$ cat src/rtl/is62_arb_pkg.sv
// Shared types and constants for the IS62 two-port bus arbiter.
// The optional WAIT timeout is enabled by defining IS62_ARB_TIMEOUT_EN.
package is62_arb_pkg;

  localparam int unsigned ADDR_W = 24;
  localparam int unsigned DATA_W = 32;
  localparam int unsigned SIZE_W = 3;

  typedef enum logic [1:0] {
    IDLE  = 2'd0,
    ISSUE = 2'd1,
    WAIT  = 2'd2,
    DONE  = 2'd3
  } arb_state_e;

  localparam logic [SIZE_W-1:0] SZ8  = 3'b000;
  localparam logic [SIZE_W-1:0] SZ16 = 3'b001;
  localparam logic [SIZE_W-1:0] SZ32 = 3'b010;

  localparam logic P0 = 1'b0;
  localparam logic P1 = 1'b1;

  // Transaction fields latched at the pick and presented downstream.
  typedef struct packed {
    logic [ADDR_W-1:0] addr;
    logic              write;
    logic [SIZE_W-1:0] size;
    logic [DATA_W-1:0] wdata;
  } arb_txn_t;

endpackage

$ cat src/rtl/is62_bus_arbiter_if.sv
// Bundle of both requester ports and the downstream sequencer channel.
interface is62_bus_arbiter_if;
  import is62_arb_pkg::*;

  logic              m0_req;
  logic              m0_lock;
  logic [ADDR_W-1:0] m0_addr;
  logic              m0_write;
  logic [SIZE_W-1:0] m0_size;
  logic [DATA_W-1:0] m0_wdata;
  logic              m0_gnt;
  logic              m0_done;
  logic [DATA_W-1:0] m0_rdata;
  logic              m0_err;

  logic              m1_req;
  logic              m1_lock;
  logic [ADDR_W-1:0] m1_addr;
  logic              m1_write;
  logic [SIZE_W-1:0] m1_size;
  logic [DATA_W-1:0] m1_wdata;
  logic              m1_gnt;
  logic              m1_done;
  logic [DATA_W-1:0] m1_rdata;
  logic              m1_err;

  logic              mem_start;
  logic [ADDR_W-1:0] mem_addr;
  logic              mem_write;
  logic [SIZE_W-1:0] mem_size;
  logic [DATA_W-1:0] mem_wdata;
  logic              mem_done;
  logic [DATA_W-1:0] mem_rdata;

  logic              owner;

  // Arbiter side
  modport slave (
    input  m0_req, m0_lock, m0_addr, m0_write, m0_size, m0_wdata,
    output m0_gnt, m0_done, m0_rdata, m0_err,
    input  m1_req, m1_lock, m1_addr, m1_write, m1_size, m1_wdata,
    output m1_gnt, m1_done, m1_rdata, m1_err,
    output mem_start, mem_addr, mem_write, mem_size, mem_wdata,
    input  mem_done, mem_rdata,
    output owner
  );

  // Requester / sequencer side
  modport master (
    output m0_req, m0_lock, m0_addr, m0_write, m0_size, m0_wdata,
    input  m0_gnt, m0_done, m0_rdata, m0_err,
    output m1_req, m1_lock, m1_addr, m1_write, m1_size, m1_wdata,
    input  m1_gnt, m1_done, m1_rdata, m1_err,
    input  mem_start, mem_addr, mem_write, mem_size, mem_wdata,
    output mem_done, mem_rdata,
    input  owner
  );

endinterface

$ cat src/rtl/is62_arb_pick.sv
// Combinational winner selection: round-robin with a bounded lock streak.
module is62_arb_pick
  import is62_arb_pkg::*;
#(
  parameter int unsigned LOCK_MAX = 4,
  parameter int unsigned CNT_W    = $clog2(LOCK_MAX + 1)
) (
  input  logic [1:0]       req,
  input  logic [1:0]       lock,
  input  logic             last_owner,
  input  logic [CNT_W-1:0] lock_cnt,
  output logic             valid_c,
  output logic             winner_c,
  output logic [CNT_W-1:0] lock_cnt_c
);

  localparam logic [CNT_W-1:0] LOCK_LIM = CNT_W'(LOCK_MAX);

  // Lone requester wins outright; contention keeps a locking owner until its streak hits the limit
  always_comb begin
    valid_c    = |req;
    winner_c   = last_owner;
    lock_cnt_c = lock_cnt;
    case (req)
      2'b01: begin
        winner_c   = P0;
        lock_cnt_c = CNT_W'(1);
      end
      2'b10: begin
        winner_c   = P1;
        lock_cnt_c = CNT_W'(1);
      end
      2'b11: begin
        if (lock[last_owner] && (lock_cnt < LOCK_LIM)) begin
          winner_c   = last_owner;
          lock_cnt_c = lock_cnt + CNT_W'(1);
        end else begin
          winner_c   = ~last_owner;
          lock_cnt_c = CNT_W'(1);
        end
      end
      default: ;
    endcase
  end

endmodule

$ cat src/rtl/is62_bus_arbiter.sv
// Two-port arbiter in front of the IS62 SRAM sequencer: picks a requester,
// issues one start per transaction and routes completion/read data back.
// Define IS62_ARB_TIMEOUT_EN to bound the WAIT state by TIMEOUT_CYC cycles.
module is62_bus_arbiter
  import is62_arb_pkg::*;
#(
  parameter int unsigned LOCK_MAX = 4
`ifdef IS62_ARB_TIMEOUT_EN
  , parameter int unsigned TIMEOUT_CYC = 64
`endif
) (
  input  logic               hclk,
  input  logic               hreset,
  is62_bus_arbiter_if.slave  bus
);

  localparam int unsigned CNT_W = $clog2(LOCK_MAX + 1);
`ifdef IS62_ARB_TIMEOUT_EN
  localparam int unsigned TMO_W = $clog2(TIMEOUT_CYC + 1);
  localparam logic [TMO_W-1:0] TMO_LAST = TMO_W'(TIMEOUT_CYC - 1);
`endif

  arb_state_e                  state_q, state_d;
  logic                        owner_q, owner_d;
  logic [CNT_W-1:0]            lock_cnt_q, lock_cnt_d;
  arb_txn_t                    txn_q, txn_d;
  logic                        start_q, start_d;
  logic [1:0]                  gnt_q, gnt_d;
  logic [1:0]                  done_q, done_d;
  logic [1:0][DATA_W-1:0]      rdata_q, rdata_d;
`ifdef IS62_ARB_TIMEOUT_EN
  logic [1:0]                  err_q, err_d;
  logic [TMO_W-1:0]            tmo_cnt_q, tmo_cnt_d;
`endif

  logic                        pick_valid_c;
  logic                        pick_winner_c;
  logic [CNT_W-1:0]            pick_cnt_c;

  is62_arb_pick #(
    .LOCK_MAX (LOCK_MAX),
    .CNT_W    (CNT_W)
  ) u_pick (
    .req        ({bus.m1_req, bus.m0_req}),
    .lock       ({bus.m1_lock, bus.m0_lock}),
    .last_owner (owner_q),
    .lock_cnt   (lock_cnt_q),
    .valid_c    (pick_valid_c),
    .winner_c   (pick_winner_c),
    .lock_cnt_c (pick_cnt_c)
  );

  // State register and all registered outputs
  always_ff @(posedge hclk) begin
    if (hreset) begin
      state_q    <= IDLE;
      owner_q    <= P1;
      lock_cnt_q <= '0;
      txn_q      <= '0;
      start_q    <= 1'b0;
      gnt_q      <= '0;
      done_q     <= '0;
      rdata_q    <= '0;
`ifdef IS62_ARB_TIMEOUT_EN
      err_q      <= '0;
      tmo_cnt_q  <= '0;
`endif
    end else begin
      state_q    <= state_d;
      owner_q    <= owner_d;
      lock_cnt_q <= lock_cnt_d;
      txn_q      <= txn_d;
      start_q    <= start_d;
      gnt_q      <= gnt_d;
      done_q     <= done_d;
      rdata_q    <= rdata_d;
`ifdef IS62_ARB_TIMEOUT_EN
      err_q      <= err_d;
      tmo_cnt_q  <= tmo_cnt_d;
`endif
    end
  end

  // Next state; pulses are set on the edge entering ISSUE/DONE so they are high for that state only
  always_comb begin
    state_d    = state_q;
    owner_d    = owner_q;
    lock_cnt_d = lock_cnt_q;
    txn_d      = txn_q;
    start_d    = 1'b0;
    gnt_d      = '0;
    done_d     = '0;
    rdata_d    = rdata_q;
`ifdef IS62_ARB_TIMEOUT_EN
    err_d      = '0;
    tmo_cnt_d  = tmo_cnt_q;
`endif
    case (state_q)
      IDLE: begin
        if (pick_valid_c) begin
          state_d             = ISSUE;
          owner_d             = pick_winner_c;
          lock_cnt_d          = pick_cnt_c;
          start_d             = 1'b1;
          gnt_d[pick_winner_c] = 1'b1;
          if (pick_winner_c == P1) begin
            txn_d.addr  = bus.m1_addr;
            txn_d.write = bus.m1_write;
            txn_d.size  = bus.m1_size;
            txn_d.wdata = bus.m1_wdata;
          end else begin
            txn_d.addr  = bus.m0_addr;
            txn_d.write = bus.m0_write;
            txn_d.size  = bus.m0_size;
            txn_d.wdata = bus.m0_wdata;
          end
        end
      end
      ISSUE: begin
        state_d = WAIT;
`ifdef IS62_ARB_TIMEOUT_EN
        tmo_cnt_d = '0;
`endif
      end
      WAIT: begin
        if (bus.mem_done) begin
          state_d         = DONE;
          done_d[owner_q] = 1'b1;
          if (!txn_q.write) begin
            rdata_d[owner_q] = bus.mem_rdata;
          end
        end
`ifdef IS62_ARB_TIMEOUT_EN
        else if (tmo_cnt_q == TMO_LAST) begin
          state_d         = DONE;
          done_d[owner_q] = 1'b1;
          err_d[owner_q]  = 1'b1;
        end else begin
          tmo_cnt_d = tmo_cnt_q + TMO_W'(1);
        end
`endif
      end
      DONE: begin
        state_d = IDLE;
      end
      default: begin
        state_d = IDLE;
      end
    endcase
  end

  assign bus.mem_start = start_q;
  assign bus.mem_addr  = txn_q.addr;
  assign bus.mem_write = txn_q.write;
  assign bus.mem_size  = txn_q.size;
  assign bus.mem_wdata = txn_q.wdata;
  assign bus.owner     = owner_q;
  assign bus.m0_gnt    = gnt_q[P0];
  assign bus.m1_gnt    = gnt_q[P1];
  assign bus.m0_done   = done_q[P0];
  assign bus.m1_done   = done_q[P1];
  assign bus.m0_rdata  = rdata_q[P0];
  assign bus.m1_rdata  = rdata_q[P1];
`ifdef IS62_ARB_TIMEOUT_EN
  assign bus.m0_err    = err_q[P0];
  assign bus.m1_err    = err_q[P1];
`else
  assign bus.m0_err    = 1'b0;
  assign bus.m1_err    = 1'b0;
`endif

endmodule

$ cat src/flat_wrapper.sv
// flat-port wrapper written by rule: the top's interface ports become plain ports
module is62_bus_arbiter_flat import is62_arb_pkg::*;
#(
  parameter int unsigned LOCK_MAX = 4

)
  (hclk, hreset, bus_m0_req, bus_m0_lock, bus_m0_addr, bus_m0_write, bus_m0_size, bus_m0_wdata, bus_m0_gnt, bus_m0_done, bus_m0_rdata, bus_m0_err, bus_m1_req, bus_m1_lock, bus_m1_addr, bus_m1_write, bus_m1_size, bus_m1_wdata, bus_m1_gnt, bus_m1_done, bus_m1_rdata, bus_m1_err, bus_mem_start, bus_mem_addr, bus_mem_write, bus_mem_size, bus_mem_wdata, bus_mem_done, bus_mem_rdata, bus_owner);
  is62_bus_arbiter_if bus_i ();
  input  logic hclk;
  input  logic hreset;
  input wire logic [$bits(bus_i.m0_req)-1:0] bus_m0_req;
  input wire logic [$bits(bus_i.m0_lock)-1:0] bus_m0_lock;
  input wire logic [$bits(bus_i.m0_addr)-1:0] bus_m0_addr;
  input wire logic [$bits(bus_i.m0_write)-1:0] bus_m0_write;
  input wire logic [$bits(bus_i.m0_size)-1:0] bus_m0_size;
  input wire logic [$bits(bus_i.m0_wdata)-1:0] bus_m0_wdata;
  output wire logic [$bits(bus_i.m0_gnt)-1:0] bus_m0_gnt;
  output wire logic [$bits(bus_i.m0_done)-1:0] bus_m0_done;
  output wire logic [$bits(bus_i.m0_rdata)-1:0] bus_m0_rdata;
  output wire logic [$bits(bus_i.m0_err)-1:0] bus_m0_err;
  input wire logic [$bits(bus_i.m1_req)-1:0] bus_m1_req;
  input wire logic [$bits(bus_i.m1_lock)-1:0] bus_m1_lock;
  input wire logic [$bits(bus_i.m1_addr)-1:0] bus_m1_addr;
  input wire logic [$bits(bus_i.m1_write)-1:0] bus_m1_write;
  input wire logic [$bits(bus_i.m1_size)-1:0] bus_m1_size;
  input wire logic [$bits(bus_i.m1_wdata)-1:0] bus_m1_wdata;
  output wire logic [$bits(bus_i.m1_gnt)-1:0] bus_m1_gnt;
  output wire logic [$bits(bus_i.m1_done)-1:0] bus_m1_done;
  output wire logic [$bits(bus_i.m1_rdata)-1:0] bus_m1_rdata;
  output wire logic [$bits(bus_i.m1_err)-1:0] bus_m1_err;
  output wire logic [$bits(bus_i.mem_start)-1:0] bus_mem_start;
  output wire logic [$bits(bus_i.mem_addr)-1:0] bus_mem_addr;
  output wire logic [$bits(bus_i.mem_write)-1:0] bus_mem_write;
  output wire logic [$bits(bus_i.mem_size)-1:0] bus_mem_size;
  output wire logic [$bits(bus_i.mem_wdata)-1:0] bus_mem_wdata;
  input wire logic [$bits(bus_i.mem_done)-1:0] bus_mem_done;
  input wire logic [$bits(bus_i.mem_rdata)-1:0] bus_mem_rdata;
  output wire logic [$bits(bus_i.owner)-1:0] bus_owner;
  assign bus_i.m0_req = bus_m0_req;
  assign bus_i.m0_lock = bus_m0_lock;
  assign bus_i.m0_addr = bus_m0_addr;
  assign bus_i.m0_write = bus_m0_write;
  assign bus_i.m0_size = bus_m0_size;
  assign bus_i.m0_wdata = bus_m0_wdata;
  assign bus_m0_gnt = bus_i.m0_gnt;
  assign bus_m0_done = bus_i.m0_done;
  assign bus_m0_rdata = bus_i.m0_rdata;
  assign bus_m0_err = bus_i.m0_err;
  assign bus_i.m1_req = bus_m1_req;
  assign bus_i.m1_lock = bus_m1_lock;
  assign bus_i.m1_addr = bus_m1_addr;
  assign bus_i.m1_write = bus_m1_write;
  assign bus_i.m1_size = bus_m1_size;
  assign bus_i.m1_wdata = bus_m1_wdata;
  assign bus_m1_gnt = bus_i.m1_gnt;
  assign bus_m1_done = bus_i.m1_done;
  assign bus_m1_rdata = bus_i.m1_rdata;
  assign bus_m1_err = bus_i.m1_err;
  assign bus_mem_start = bus_i.mem_start;
  assign bus_mem_addr = bus_i.mem_addr;
  assign bus_mem_write = bus_i.mem_write;
  assign bus_mem_size = bus_i.mem_size;
  assign bus_mem_wdata = bus_i.mem_wdata;
  assign bus_i.mem_done = bus_mem_done;
  assign bus_i.mem_rdata = bus_mem_rdata;
  assign bus_owner = bus_i.owner;
  is62_bus_arbiter #(.LOCK_MAX(LOCK_MAX)) u_core (.hclk(hclk), .hreset(hreset), .bus(bus_i));
endmodule
$ cat config.mk
export PLATFORM = sky130hd
export DESIGN_NAME = is62_bus_arbiter_flat
export DESIGN_NICKNAME = d
export VERILOG_FILES = /design/src/rtl/is62_arb_pkg.sv /design/src/rtl/is62_bus_arbiter_if.sv /design/src/rtl/is62_arb_pick.sv /design/src/rtl/is62_bus_arbiter.sv /design/src/flat_wrapper.sv
export SDC_FILE = /design/constraint.sdc
export NUM_CORES = 1
export LEC_CHECK = 0
export ABC_AREA = 1
export CORE_UTILIZATION = 30
export CTS_CLUSTER_DIAMETER = 150
export DETAILED_ROUTE_END_ITERATION = 10
export GPL_ROUTABILITY_DRIVEN = 0
export PLACE_DENSITY = 0.63
export RECOVER_POWER = 100
export SETUP_SLACK_MARGIN = 0.15
export SLEW_MARGIN = 40
export SYNTH_ARGS = -nofsm -noshare
export SYNTH_HDL_FRONTEND = slang
export SYNTH_HIERARCHICAL = 1
export SYNTH_SLANG_ARGS = --single-unit
$ cat constraint.sdc
create_clock -name hclk -period 1.7 [get_ports hclk]
set_clock_uncertainty 0.05 [all_clocks]
set_input_delay 0.34 -clock hclk [delete_from_list [all_inputs] [get_ports hclk]]
set_output_delay 0.34 -clock hclk [all_outputs]
set_load 0.005 [all_outputs]
Word-level counts from Yosys, hierarchy flattened

Cells that the tools add are included.

Register bits: 135

$add $sub $neg: 1
$lt $le $gt $ge: 5
Equality and inequality tests: 8
Mux-type cells: 18
Bitwise logic cells: 6
Reductions and logical operators: 14

Operators with widths:

| operator            | count |
|---|---|
| $bwmux 64           | 1 |
| $mux 60             | 1 |
| $demux 32 s1        | 1 |
| $mux 32             | 1 |
| $eq 2x2->1 const B  | 4 |
| $pmux 2 s4          | 1 |
| $mux 1              | 6 |
| $not 1->1           | 6 |
| $pmux 3 s2          | 1 |
| $reduce_and 3->1    | 2 |
| $reduce_or 2->1     | 3 |
| $reduce_or 3->1     | 2 |
| $eq 2x1->1 const B  | 2 |
| $lt 1x2->1 const B  | 2 |
| $mux 2              | 2 |
| $reduce_and 2->1    | 2 |
| $add 3x1->3 const B | 1 |
| $logic_and 1x1->1   | 3 |
| $lt 3x3->1 const B  | 1 |
| $mux 3              | 1 |
| $pmux 1 s3          | 1 |
| $demux 1 s1         | 2 |
| $ge 1x1->1 const B  | 2 |
| $logic_not 2->1     | 1 |
| other kinds (3)     | 3 |

Depth between registers and ports, before layout

Depth in word-level cells: 9
Mapped depth: 11

Hierarchy

Netlist, hierarchy kept.

Modules (own cells, without submodules):

| module           | instances | cells an instance | area each (µm²) | seq. area each (µm²) |
|---|---|---|---|---|
| is62_bus_arbiter | 1         | 860               | 5,883.1         | 2,702.6 |
| is62_arb_pick    | 1         | 33                | 188.9           | 0.0 |

Least setup slack after synthesis

Ideal clock, no wire load.

Kind: input port to flip-flop
Start: input bus_m0_req
End: register u_core.txn_q (netlist bit u_core/bus.mem_addr[13])
Library setup time: 0.120 ns
Data arrival time: 1.539 ns
Required time: 1.530 ns
Slack: -0.009 ns
Stages on the path: 9
Buffers on the path: 2
Path through: inv_1 ha_1 a22oi_1 nand2_1 buf_2 clkinv_1 clkbuf_1 o211ai_1 nand2_1

Word-level cells in the longest chain between the ends: 3

Ends and longest elaborated chain:

| item                                     | RTL line                | source |
|---|---|---|
| from (decl)                              | flat_wrapper.sv:11      | `input wire logic [$bits(bus_i.m0_req)-1:0] bus_m0_req;` |
| $eq 2x2->1 or $eq 2x1->1 (tied branches) | is62_arb_pick.sv:24     | `case (req)` |
| $pmux 1 s3 *                             | is62_arb_pick.sv:24     |  |
| via u_core.pick_winner_c                 | is62_bus_arbiter.sv:37  | `logic pick_winner_c;` |
| $mux 60 *                                | is62_bus_arbiter.sv:106 | `if (pick_winner_c == P1) begin` |
| to (signal assigned)                     | is62_bus_arbiter.sv:72  | `txn_q <= txn_d;` |
| to (decl)                                | is62_bus_arbiter.sv:26  | `arb_txn_t txn_q, txn_d;` |

Mark *: on every way through the listed nets, which the timed path passes. The rest lies on a longest branch.
A chain may end at the register's enable or synchronous reset.

Final worst setup path

Start: register u_core.owner_q, in the netlist u_core/bus.owner
End: register u_core.txn_q (netlist bit u_core/bus.mem_wdata[7])

Word-level cells in the longest chain between the ends: 6

Ends and longest elaborated chain:

| item                                       | RTL line                | source |
|---|---|---|
| from (decl)                                | is62_bus_arbiter.sv:24  | `logic owner_q, owner_d;` |
| from (signal assigned)                     | is62_bus_arbiter.sv:70  | `owner_q <= owner_d;` |
| $mux 1 (implied by the code) (2 in series) | is62_arb_pick.sv:34     | `if (lock[last_owner] && (lock_cnt < LOCK_LIM)) begin` |
| $logic_and 1x1->1                          | is62_arb_pick.sv:34     |  |
| $mux 1                                     | is62_arb_pick.sv:34     |  |
| $pmux 1 s3 *                               | is62_arb_pick.sv:24     |  |
| via u_core.pick_winner_c                   | is62_bus_arbiter.sv:37  |  |
| $mux 60 *                                  | is62_bus_arbiter.sv:106 |  |

Mark *: on every way through the listed nets, which the timed path passes. The rest lies on a longest branch. The select of a mux whose other input is x is not followed.

==> impl_metrics.env <==
export IMPL_clockBufferDepth=2
export IMPL_synth_ff_latch_count=135
export IMPL_antenna_found_initial=1
export IMPL_synthTopCellsByCount="nand2_1 (211), nand3_1 (169), dfxtp_1 (135), nor2_1 (120), inv_1 (109)"
export IMPL_synth_cell_area_um2=6070
export IMPL_cp_end_kind="register"
export IMPL_hold_viol=0
export IMPL_drive_gt1_frac=0.175
export IMPL_grt_pass1_vias=6421
export IMPL_fin_crit_ns=1.69
export IMPL_dieWidth_um=144
export IMPL_drt_vias_per_instance=4.61
export IMPL_grtUsageTotal=0.208
export IMPL_crit_top_cell="buf_12"
export IMPL_synth_edff_count=0
export IMPL_critPathKind="reg2reg"
export IMPL_crit_chain="buf_6 > inv_4 > a21oi_2 > nor2_1 > nand2_1 > nand2_2 > buf_12 > clkinv_16 > buf_12 > clkbuf_16 > nand3_4 > nand3_2"
export IMPL_tritoncts="done"
export IMPL_drt_initial_drc_count=301
export IMPL_stdcell_count=1492
export IMPL_cpLargestDelayFamily="buffers and inverters"
export IMPL_powerDensity_nw_per_um2=1160
export IMPL_row_count=51
export IMPL_status="complete, no violations"
export IMPL_wire_per_inst_um=15.9
export IMPL_pwr_share_comb=0.395
export IMPL_worstPathRequired_ns=1.95
export IMPL_critical_path_arrival_ns=1.94
export IMPL_area_growth_synth_to_final_pct=86.7
export IMPL_grt_ovfl_total=0
export IMPL_yosysWarningCount=6
export IMPL_cpPeakStageDelay_ns=0.35
export IMPL_via_count=6880
export IMPL_rsz0062_at_grt="yes"
export IMPL_setup_worst_path_start_class="register"
export IMPL_power_switching_mw=4.44
export IMPL_switching_share=0.337
export IMPL_p_seq_frac=0.311
export IMPL_synthTopCellsByArea="dfxtp_1 (45%), nand3_1 (14%), nand2_1 (13%), nor2_1 (7.4%), inv_1 (6.7%)"
export IMPL_post_route_util=0.577
export IMPL_hp_class="reg2reg"
export IMPL_die_area_um2=20800
export IMPL_yosysMostFrequentCell="nand2_1"
export IMPL_dr_pass1_iters=4
export IMPL_syn_inst=893
export IMPL_grt_first_pass_wirelength_um=33100
export IMPL_clkPwrFrac=0.293
export IMPL_max_cap_violations=0
export IMPL_numCtsBuffers=17
export IMPL_clk_pin_slew_ns=0.06
export IMPL_yosysTopAreaCellShare=0.445
export IMPL_avgSynthCellArea_um2=6.80
export IMPL_cts_sinks=135
export IMPL_internal_power_mw=8.71
export IMPL_grt_max_degree=65
export IMPL_stdcell_area_um2=11300
export IMPL_async_flop_share=0
export IMPL_critPathBufInv=6
export IMPL_peakVddDrop_mv=0.671
export IMPL_dpl_cell_area_um2=9470
export IMPL_slew_violations=0
export IMPL_htree_levels=4
export IMPL_io_buffers=288
export IMPL_die_h_um=144
export IMPL_fin_nets=1379
export IMPL_yosys_area_top_type="dfxtp_1"
export IMPL_start_util=0.309
export IMPL_dp_hpwl_um=14300
export IMPL_power_total_mw=13.2
export IMPL_ys_types=23
export IMPL_dp_cells=1421
export IMPL_max_freq_mhz=593
export IMPL_ys_seq_area_frac=0.445
export IMPL_pin_count=291
export IMPL_drcViolationCount=0
export IMPL_detail_route_antenna_nets=0
export IMPL_synthFlopType="dfxtp_1"
export IMPL_post_route_period_util=0.993
export IMPL_crit_slowest_cell="dfxtp_4"
export IMPL_cp_max_fo=5
export IMPL_core_um2=19700
export IMPL_leakagePower_nw=5.50
export IMPL_clock_root_buffer="clkbuf_16"
export IMPL_clkLatencyLatePin_ns=0.41
export IMPL_drt_wl_total_um=23700
export IMPL_setup_viol=0
[cell usage in the layout, fill, tap and decap left out, types with 5 or more instances in the layout]
cell and instances:
nor2_1 105, nand3_2 61, dlygate4sd2_1 131, nand3_4 11, clkdlybuf4s50_1 154, clkbuf_16 27
a21oi_1 35, nand3_1 98, nor2_4 10, dfxtp_1 133, inv_1 106, buf_16 13
nand2_2 5, nor2_2 8, buf_6 8, nand2_1 208, buf_12 19, buf_4 19
o211ai_1 25
[cells by family (layout without fill, tap and decap cells)]
group                    after synthesis  count (layout)  synth area share
AO/OA/AOI/OAI                         63              63            0.0626
buffers and inverters                176             508             0.120
other                                  1               3          0.000618
AND/OR/NAND/NOR                      511             511             0.358
flip-flops                           135             135             0.445
multiplexers                           1               1           0.00165
adder cells (fa/ha/maj)                6               6            0.0124
[per-stage QoR]
stage | setup TNS (ns) | worst slack [ns] | hold WS (ns)
final | 0 | 0.0126 | 0.388
after global routing | -1.98 | -0.0725 | 0.400
after floorplan | 0 | 0.118 | 0.359
after global placement | -33.48 | -0.515 | 0.387
after detailed placement | -34.46 | -0.512 | 0.388
after CTS | 0 | 0.00328 | 0.393
[registers in the layout, summed over array words and instances (netlist names)]
name and cells:
u_core/bus.mem_wdata 32, u_core/state_q 2, u_core/bus.mem_addr 24, u_core/done_q 2, u_core/bus.m1_rdata 32, u_core/bus.mem_size 3
u_core/bus.owner 1, u_core/bus.mem_start 1, u_core/gnt_q 2, u_core/bus.m0_rdata 32, u_core/bus.mem_write 1, u_core/lock_cnt_q 3
[worst reg2reg max path: stages (launching register included)]
cell       delay, ns
dfxtp_4         0.35
buf_6           0.12
inv_4           0.05
a21oi_2         0.03
nor2_1          0.09
nand2_1         0.08
nand2_2         0.13
buf_12          0.16
clkinv_16       0.08
buf_12          0.14
clkbuf_16       0.16
nand3_4         0.08
nand3_2         0.06
[path summary, 6_finish.rpt]
check / slack [ns] / endpoint / cells after the start / from
worst max register to register: 0.01 / u_core/bus.mem_wdata[7]$_SDFFE_PP0P_ / 12 / u_core/bus.owner$_SDFFE_PP1P_
worst min register to register: 0.39 / u_core/bus.mem_addr[4]$_SDFFE_PP0P_ / 2 / u_core/bus.mem_addr[4]$_SDFFE_PP0P_
worst max-delay path: 0.01 / u_core/bus.mem_wdata[7]$_SDFFE_PP0P_ / 12 / u_core/bus.owner$_SDFFE_PP1P_
worst min-delay path: 0.39 / u_core/bus.mem_addr[4]$_SDFFE_PP0P_ / 2 / u_core/bus.mem_addr[4]$_SDFFE_PP0P_
[layout make-up]
| type | instances | area (um^2) |
|---|---|---|
| clock buffer | 18 | 439 |
| timing repair inverter | 1 | 11.3 |
| inverter | 112 | 453 |
| clock inverter | 13 | 170 |
| antenna | 1 | 2.50 |
| timing repair buffer | 364 | 4020 |
| multi-input combinational | 583 | 3200 |
| fill | 1867 | 8320 |
| tap | 265 | 332 |
| sequential | 135 | 2710 |
[routing by layer]
layer / share of wire / wire length (um) / up-vias / global-route usage
li1: - / - / 3465 / -
met1: 0.39 / 9230 / 3132 / 0.232
met2: 0.49 / 11700 / 253 / 0.352
met3: 0.091 / 2170 / 30 / 0.0752
met4: 0.026 / 615 / 0 / 0.0997
met5: 0 / 0 / - / 0
[timing repair]
item | 4_1_cts | 5_1_grt
endpoints found under the setup margin | 197 | 132
hold endpoints to repair | 0 | 0
gates cloned | 11 | 13
pin swaps | 60 | 47
resized for setup | 222 | 82
hold buffers | 0 | 0
buffers inserted | 8 | 7
[power groups by stage]
| stage | Sequential [mW] | Combinational (mW) | Clock, mW |
|---|---|---|---|
| 5_1_grt | 4.17 | 5.63 | 4.08 |
| 6_report | 4.09 | 5.20 | 3.86 |
| 2_1_floorplan | 4.18 | 1.90 | 0 |
| 4_1_cts | 4.10 | 4.55 | 3.95 |
| 3_3_place_gp | 4.17 | 4.30 | 0 |
| 3_5_place_dp | 4.16 | 4.34 | 0 |
Note: power is estimated with default switching activity, not from simulation.
